## src/rtl/pixel_fifo_if.sv

```systemverilog
// Handshake bundle between the row serializer, the pixel FIFO and LCD scanout.
interface pixel_fifo_if #(
    parameter int WIDTH = 6,
    parameter int DEPTH = 16
);
    logic                     flush_in;
    logic                     push_in;
    logic [WIDTH-1:0]         pixel_in;
    logic                     pop_in;
    logic [WIDTH-1:0]         pixel_out;
    logic                     valid_out;
    logic                     full_out;
    logic                     row_space_out;
    logic [$clog2(DEPTH):0]   count_out;
    logic                     overflow_out;
    logic                     underflow_out;

    modport master (
        output flush_in, push_in, pixel_in, pop_in,
        input  pixel_out, valid_out, full_out, row_space_out,
               count_out, overflow_out, underflow_out
    );

    modport slave (
        input  flush_in, push_in, pixel_in, pop_in,
        output pixel_out, valid_out, full_out, row_space_out,
               count_out, overflow_out, underflow_out
    );
endinterface

```

## src/rtl/pixel_fifo.sv

```systemverilog
// Show-ahead pixel FIFO feeding LCD scanout; row_space_out gates the start of a tile-row fetch.
module pixel_fifo #(
    parameter int WIDTH = 6,
    parameter int DEPTH = 16,
    parameter int ROW   = 8
) (
    input  logic          clk_in,
    input  logic          rst_in,
    pixel_fifo_if.slave   bus
);
    localparam int AW = $clog2(DEPTH);
    localparam int CW = AW + 1;

    logic [WIDTH-1:0] mem_q [DEPTH];
    logic [AW-1:0]    rd_ptr_q, rd_ptr_d;
    logic [AW-1:0]    wr_ptr_q, wr_ptr_d;
    logic [CW-1:0]    count_q, count_d;
    logic             overflow_q, overflow_d;
    logic             underflow_q, underflow_d;
    logic             pop_acc, push_acc;

    // A pop in the same cycle frees the slot a push needs when full.
    assign pop_acc  = bus.pop_in && (count_q != '0);
    assign push_acc = bus.push_in && ((count_q != CW'(DEPTH)) || pop_acc);

    always_comb begin
        rd_ptr_d    = rd_ptr_q;
        wr_ptr_d    = wr_ptr_q;
        count_d     = count_q;
        overflow_d  = overflow_q;
        underflow_d = underflow_q;
        if (bus.flush_in) begin
            rd_ptr_d = '0;
            wr_ptr_d = '0;
            count_d  = '0;
        end else begin
            if (pop_acc)
                rd_ptr_d = rd_ptr_q + AW'(1);
            if (push_acc)
                wr_ptr_d = wr_ptr_q + AW'(1);
            count_d = count_q + CW'(push_acc) - CW'(pop_acc);
            if (bus.push_in && !push_acc)
                overflow_d = 1'b1;
            if (bus.pop_in && !pop_acc)
                underflow_d = 1'b1;
        end
    end

    always_ff @(posedge clk_in) begin
        if (rst_in) begin
            rd_ptr_q    <= '0;
            wr_ptr_q    <= '0;
            count_q     <= '0;
            overflow_q  <= 1'b0;
            underflow_q <= 1'b0;
        end else begin
            rd_ptr_q    <= rd_ptr_d;
            wr_ptr_q    <= wr_ptr_d;
            count_q     <= count_d;
            overflow_q  <= overflow_d;
            underflow_q <= underflow_d;
        end
    end

    // Array is not reset; stale entries are never visible because pixel_out is gated by count.
    always_ff @(posedge clk_in) begin
        if (!rst_in && !bus.flush_in && push_acc)
            mem_q[wr_ptr_q] <= bus.pixel_in;
    end

    assign bus.pixel_out     = (count_q != '0) ? mem_q[rd_ptr_q] : '0;
    assign bus.valid_out     = (count_q != '0);
    assign bus.full_out      = (count_q == CW'(DEPTH));
    assign bus.row_space_out = (count_q <= CW'(DEPTH - ROW));
    assign bus.count_out     = count_q;
    assign bus.overflow_out  = overflow_q;
    assign bus.underflow_out = underflow_q;
endmodule

```

## src/flat_wrapper.sv

```systemverilog
// flat-port wrapper written by rule: the top's interface ports become plain ports
module pixel_fifo_flat 
#(
    parameter int WIDTH = 6,
    parameter int DEPTH = 16,
    parameter int ROW   = 8
)
  (clk_in, rst_in, bus_flush_in, bus_push_in, bus_pixel_in, bus_pop_in, bus_pixel_out, bus_valid_out, bus_full_out, bus_row_space_out, bus_count_out, bus_overflow_out, bus_underflow_out);
  pixel_fifo_if #(.WIDTH(WIDTH), .DEPTH(DEPTH)) bus_i ();
  input  logic clk_in;
  input  logic rst_in;
  input wire logic [$bits(bus_i.flush_in)-1:0] bus_flush_in;
  input wire logic [$bits(bus_i.push_in)-1:0] bus_push_in;
  input wire logic [$bits(bus_i.pixel_in)-1:0] bus_pixel_in;
  input wire logic [$bits(bus_i.pop_in)-1:0] bus_pop_in;
  output wire logic [$bits(bus_i.pixel_out)-1:0] bus_pixel_out;
  output wire logic [$bits(bus_i.valid_out)-1:0] bus_valid_out;
  output wire logic [$bits(bus_i.full_out)-1:0] bus_full_out;
  output wire logic [$bits(bus_i.row_space_out)-1:0] bus_row_space_out;
  output wire logic [$bits(bus_i.count_out)-1:0] bus_count_out;
  output wire logic [$bits(bus_i.overflow_out)-1:0] bus_overflow_out;
  output wire logic [$bits(bus_i.underflow_out)-1:0] bus_underflow_out;
  assign bus_i.flush_in = bus_flush_in;
  assign bus_i.push_in = bus_push_in;
  assign bus_i.pixel_in = bus_pixel_in;
  assign bus_i.pop_in = bus_pop_in;
  assign bus_pixel_out = bus_i.pixel_out;
  assign bus_valid_out = bus_i.valid_out;
  assign bus_full_out = bus_i.full_out;
  assign bus_row_space_out = bus_i.row_space_out;
  assign bus_count_out = bus_i.count_out;
  assign bus_overflow_out = bus_i.overflow_out;
  assign bus_underflow_out = bus_i.underflow_out;
  pixel_fifo #(.WIDTH(WIDTH), .DEPTH(DEPTH), .ROW(ROW)) u_core (.clk_in(clk_in), .rst_in(rst_in), .bus(bus_i));
endmodule
```

## config.mk

```make
export PLATFORM = sky130hd
export DESIGN_NAME = pixel_fifo_flat
export DESIGN_NICKNAME = d
export VERILOG_FILES = /design/src/rtl/pixel_fifo_if.sv /design/src/rtl/pixel_fifo.sv /design/src/flat_wrapper.sv
export SDC_FILE = /design/constraint.sdc
export NUM_CORES = 1
export LEC_CHECK = 0
export CAP_MARGIN = 20
export CORE_ASPECT_RATIO = 0.5
export CORE_UTILIZATION = 60
export CTS_CLUSTER_SIZE = 20
export DETAILED_ROUTE_END_ITERATION = 8
export DONT_BUFFER_PORTS = 1
export GPL_TIMING_DRIVEN = 1
export PLACE_DENSITY_LB_ADDON = 0.25
export SETUP_SLACK_MARGIN = 0.05
export SKIP_LAST_GASP = 1
export SLEW_MARGIN = 30
export SYNTH_ARGS = -nofsm -noshare
export SYNTH_HDL_FRONTEND = slang
export SYNTH_SLANG_ARGS = --single-unit
```

## constraint.sdc

```tcl
create_clock -name clk_in -period 3.45 [get_ports clk_in]
set_clock_uncertainty 0.05 [all_clocks]
set_input_delay 0.5175 -clock clk_in [delete_from_list [all_inputs] [get_ports clk_in]]
set_output_delay 0.5175 -clock clk_in [all_outputs]
set_load 0.01 [all_outputs]
```

==> metrics.md <==
| Metric | Value |
|---|---|
| Primary flip-flop cell chosen by synthesis mapping | sky130_fd_sc_hd__edfxtp_1 |
| Ratio of cells with drive above 1 in the final layout | 0.199 |
| Post-synth EDFFs | 96 |
| Routed via count | 2467 |
| Switching share of power | 0.241 |
| Most instantiated library cell after synthesis | sky130_fd_sc_hd__edfxtp_1 |
| Global routing usage on met1 | 0.379 |
| Source-to-sink clock delay at the later pin of the worst-skew pair | 0.40 ns |
| Slowest Stage Delay on Critical Path | 0.66 ns |
| Master cell of the clock root buffer | sky130_fd_sc_hd__clkbuf_16 |
| Total gr overflow | 0 |
| Via density per instance | 6.02 |
| CTS hold repair buffers | 0 |
| Initial antenna violation count | 0 |
| Peak VDD IR | 0.477 mV |
| Final period util | 0.877 |
| Max Clock Freq | 331 MHz |
| Wire length of the first global-routing pass | 14.6 mm |
| CTS H-tree depth | 4 |
| Top delay family on crit path | multiplexers |
| Highest-utilization routing layer at the global route stage | met2 |
| Half-perimeter wire length of the detailed placement result | 6.12 mm |
| Buf/Inv on CP | 1 |
| RSZ-0062 raised after global routing | false |
| Area growth syn-to-layout | 15.0% |
| CTS Buf Count | 17 |
| Maxcap violations | 0 |
| Largest area contributor in the netlist | sky130_fd_sc_hd__edfxtp_1 |
| Area contributors post-synth | sky130_fd_sc_hd__edfxtp_1 (61%), sky130_fd_sc_hd__mux4_2 (8.1%), sky130_fd_sc_hd__dfxtp_1 (8.0%) |
| Hold Vio Cnt, Final | 0 |
| Largest fanout of any net on the critical path | 10 |
| Post-CTS Resized | 0 |
| Total die area | 8270 sq um |
| Crit path time final | 3.02 ns |
| Area share of the largest cell type after synthesis | 0.609 |
| Relative contribution of combinational cells to total power | 0.147 |
| Nets | 314 |
| Clock input transition at the sequential cells of the worst setup and hold paths | 0.05 ns |
| Worst rel slew slack | 0.550 |
| X dimension of the die | 128 um |
| Part of the power in registers | 0.394 |
| Number of top-level pins | 27 |
| Net switching component of the power | 0.971 mW |
| Slowest CP cell | sky130_fd_sc_hd__dfxtp_1 |
| Kind of start point of the critical path | flop |
| Transition at the pin with the smallest max-transition slack | 0.672 ns |
| Net count of the mapped netlist | 303 |
| Post-Synthesis Cell Area | 4730 sq um |
| Number of setup buffers added after CTS | 0 |
| Die extent in y | 64.8 um |
| Count of TritonRoute iterations in the first routing pass | 5 |
| Status | finished clean |
| Hold Crit Class | input port to flop |
| Async set-or-reset flop fraction in the synthesized netlist | 0 |
| Endpoints failing setup | 0 |
| Pin count of the biggest net entering global routing | 19 |
| Most frequent cells after synthesis | sky130_fd_sc_hd__edfxtp_1 (96), sky130_fd_sc_hd__nor2_1 (32), sky130_fd_sc_hd__dfxtp_1 (19) |
| Required time of the critical path | 2.88 ns |
| Leak Pwr | 1.83 nW |
| Flop and latch count out of synthesis | 115 |
| Final WL | 9.48 mm |
| Clock network power share | 0.459 |
| Maximum count of clock buffers along a single path | 2 |
| Internal power contribution | 3.05 mW |
| Cell chain of the critical path | buf_4 -> mux4_2 -> mux2_2 -> o21ai_0 -> a21oi_1 |
| Final weighted congestion of routability-driven global placement | 0.760 |
| Fin. max-slew vios | 0 |
| Number of different library cells in the post-synthesis netlist | 37 |
| Post-route antenna net violation count | 0 |
| Num Clock Sinks | 115 |
| Total global routing track utilization | 0.258 |
| DRC violations left | 0 |
| Core Region | 7490 sq um |
| Cell count after synthesis | 278 |
| Antenna cells | 0 |
| Final Worst Setup Slack | 0.425 ns |
| Standard-cell row count | 22 |
| Port Buffer Count | 0 |
| Cell Pwr Density | 739 nW/um^2 |
| Crit. End Element | output pin |
| CTS tree | yes |
| WL per Instance | 23.1 um |
| Met2 demand-to-capacity share in global routing | 0.381 |
| Number of DRC markers after the initial detailed-route iteration | 283 |
| Starting Density | 0.632 |
| Sequential area share after synthesis | 0.689 |
| Arrival time at the worst endpoint | 2.46 ns |
| Synth Area per Inst | 17.0 sq um |
| Number of global-route vias before repair | 2562 |
| Met3 track demand over resource | 0.0685 |
| Worst slack after detailed placement | 0.566 ns |
| Category of the critical setup timing path | flop to output pin |
| Total negative setup slack | 0 ns |
| Count of warnings emitted by yosys | 0 |
[cells in the final DEF, fill, tap and decap left out, types with 2 or more instances in the layout]
master	count
sky130_fd_sc_hd__a21oi_1	11
sky130_fd_sc_hd__a31oi_1	2
sky130_fd_sc_hd__and2_1	2
sky130_fd_sc_hd__and3_1	2
sky130_fd_sc_hd__buf_4	5
sky130_fd_sc_hd__bufinv_16	5
sky130_fd_sc_hd__clkbuf_16	17
sky130_fd_sc_hd__clkinv_1	3
sky130_fd_sc_hd__clkinv_2	6
sky130_fd_sc_hd__dfxtp_1	19
sky130_fd_sc_hd__edfxtp_1	96
sky130_fd_sc_hd__ha_1	13
sky130_fd_sc_hd__inv_1	13
sky130_fd_sc_hd__mux2_2	6
sky130_fd_sc_hd__mux2i_1	6
sky130_fd_sc_hd__mux4_1	7
sky130_fd_sc_hd__mux4_2	17
sky130_fd_sc_hd__nand2_1	7
sky130_fd_sc_hd__nand3_1	5
sky130_fd_sc_hd__nor2_1	32
sky130_fd_sc_hd__o21ai_0	4
sky130_fd_sc_hd__or2_2	2
sky130_fd_sc_hd__xnor2_1	3
sky130_fd_sc_hd__xor2_1	5
[cell type report]
class	instances	area, sq um
clock buffers	18	429
fillers	445	2040
flip-flops and latches	115	3260
inverters	13	48.8
multi-input cells	137	1340
well taps	108	135
repair buffers	5	37.5
clock inverters	14	191
[sequential cells by signal, indices dropped and copies added (netlist names), named ones only]
| name | flops |
|---|---|
| u_core.mem_q | 96 |
| u_core.bus.count_out | 5 |
| u_core.rd_ptr_q | 4 |
| u_core.wr_ptr_q | 4 |
| u_core.bus.overflow_out | 1 |
| u_core.bus.underflow_out | 1 |
[layer usage]
metal | vias up | wire length [um]
met4 | 0 | 14
met1 | 1253 | 4230
met5 | - | 0
met2 | 122 | 4310
li1 | 1090 | -
met3 | 2 | 933
[logic make-up after synthesis]
logic type	share of synthesized area
simple gates	0.0497
flops	0.689
xor+xnor	0.0148
buf+inv	0.0277
mux	0.147
fa+ha+maj	0.0386
compound gates	0.0333
[through the flow]
stage               utilization  hold WS, ns  cells  instance area, sq um  total power [mW]
global route              0.727        0.123    410                  5450              4.16
finish                    0.727        0.136    410                  5450              4.02
detailed placement        0.644        0.441    378                  4820              2.20
global placement          0.644        0.441    378                  4820              2.18
CTS                       0.727        0.127    410                  5450              4.04
floorplan                     -        0.421    278                  4730              2.06
[power groups by stage]
stage                     sequential (mW)  combinational, mW  clock, mW
after global routing                 1.59              0.651       1.92
after CTS                            1.58              0.601       1.86
after floorplan                      1.60              0.456          0
after global placement               1.61              0.569          0
after detailed placement             1.61              0.592          0
final                                1.58              0.590       1.85
[path summary, 6_finish.rpt]
| kind | start | endpoint | slack, ns | depth (start not counted) |
|---|---|---|---|---|
| setup reg to reg | u_core.bus.count_out[2]$_SDFF_PP0_ | u_core.bus.count_out[4]$_SDFF_PP0_ | 0.57 | 14 |
| hold / removal | rst_in | u_core.bus.overflow_out$_SDFFE_PP0P_ | 0.14 | 1 |
| hold reg to reg | u_core.rd_ptr_q[3]$_SDFFE_PP0P_ | flop | 0.45 | 2 |
| setup / recovery | flop | bus_pixel_out[3] | 0.43 | 5 |
Power figures use the tool's default switching activity.
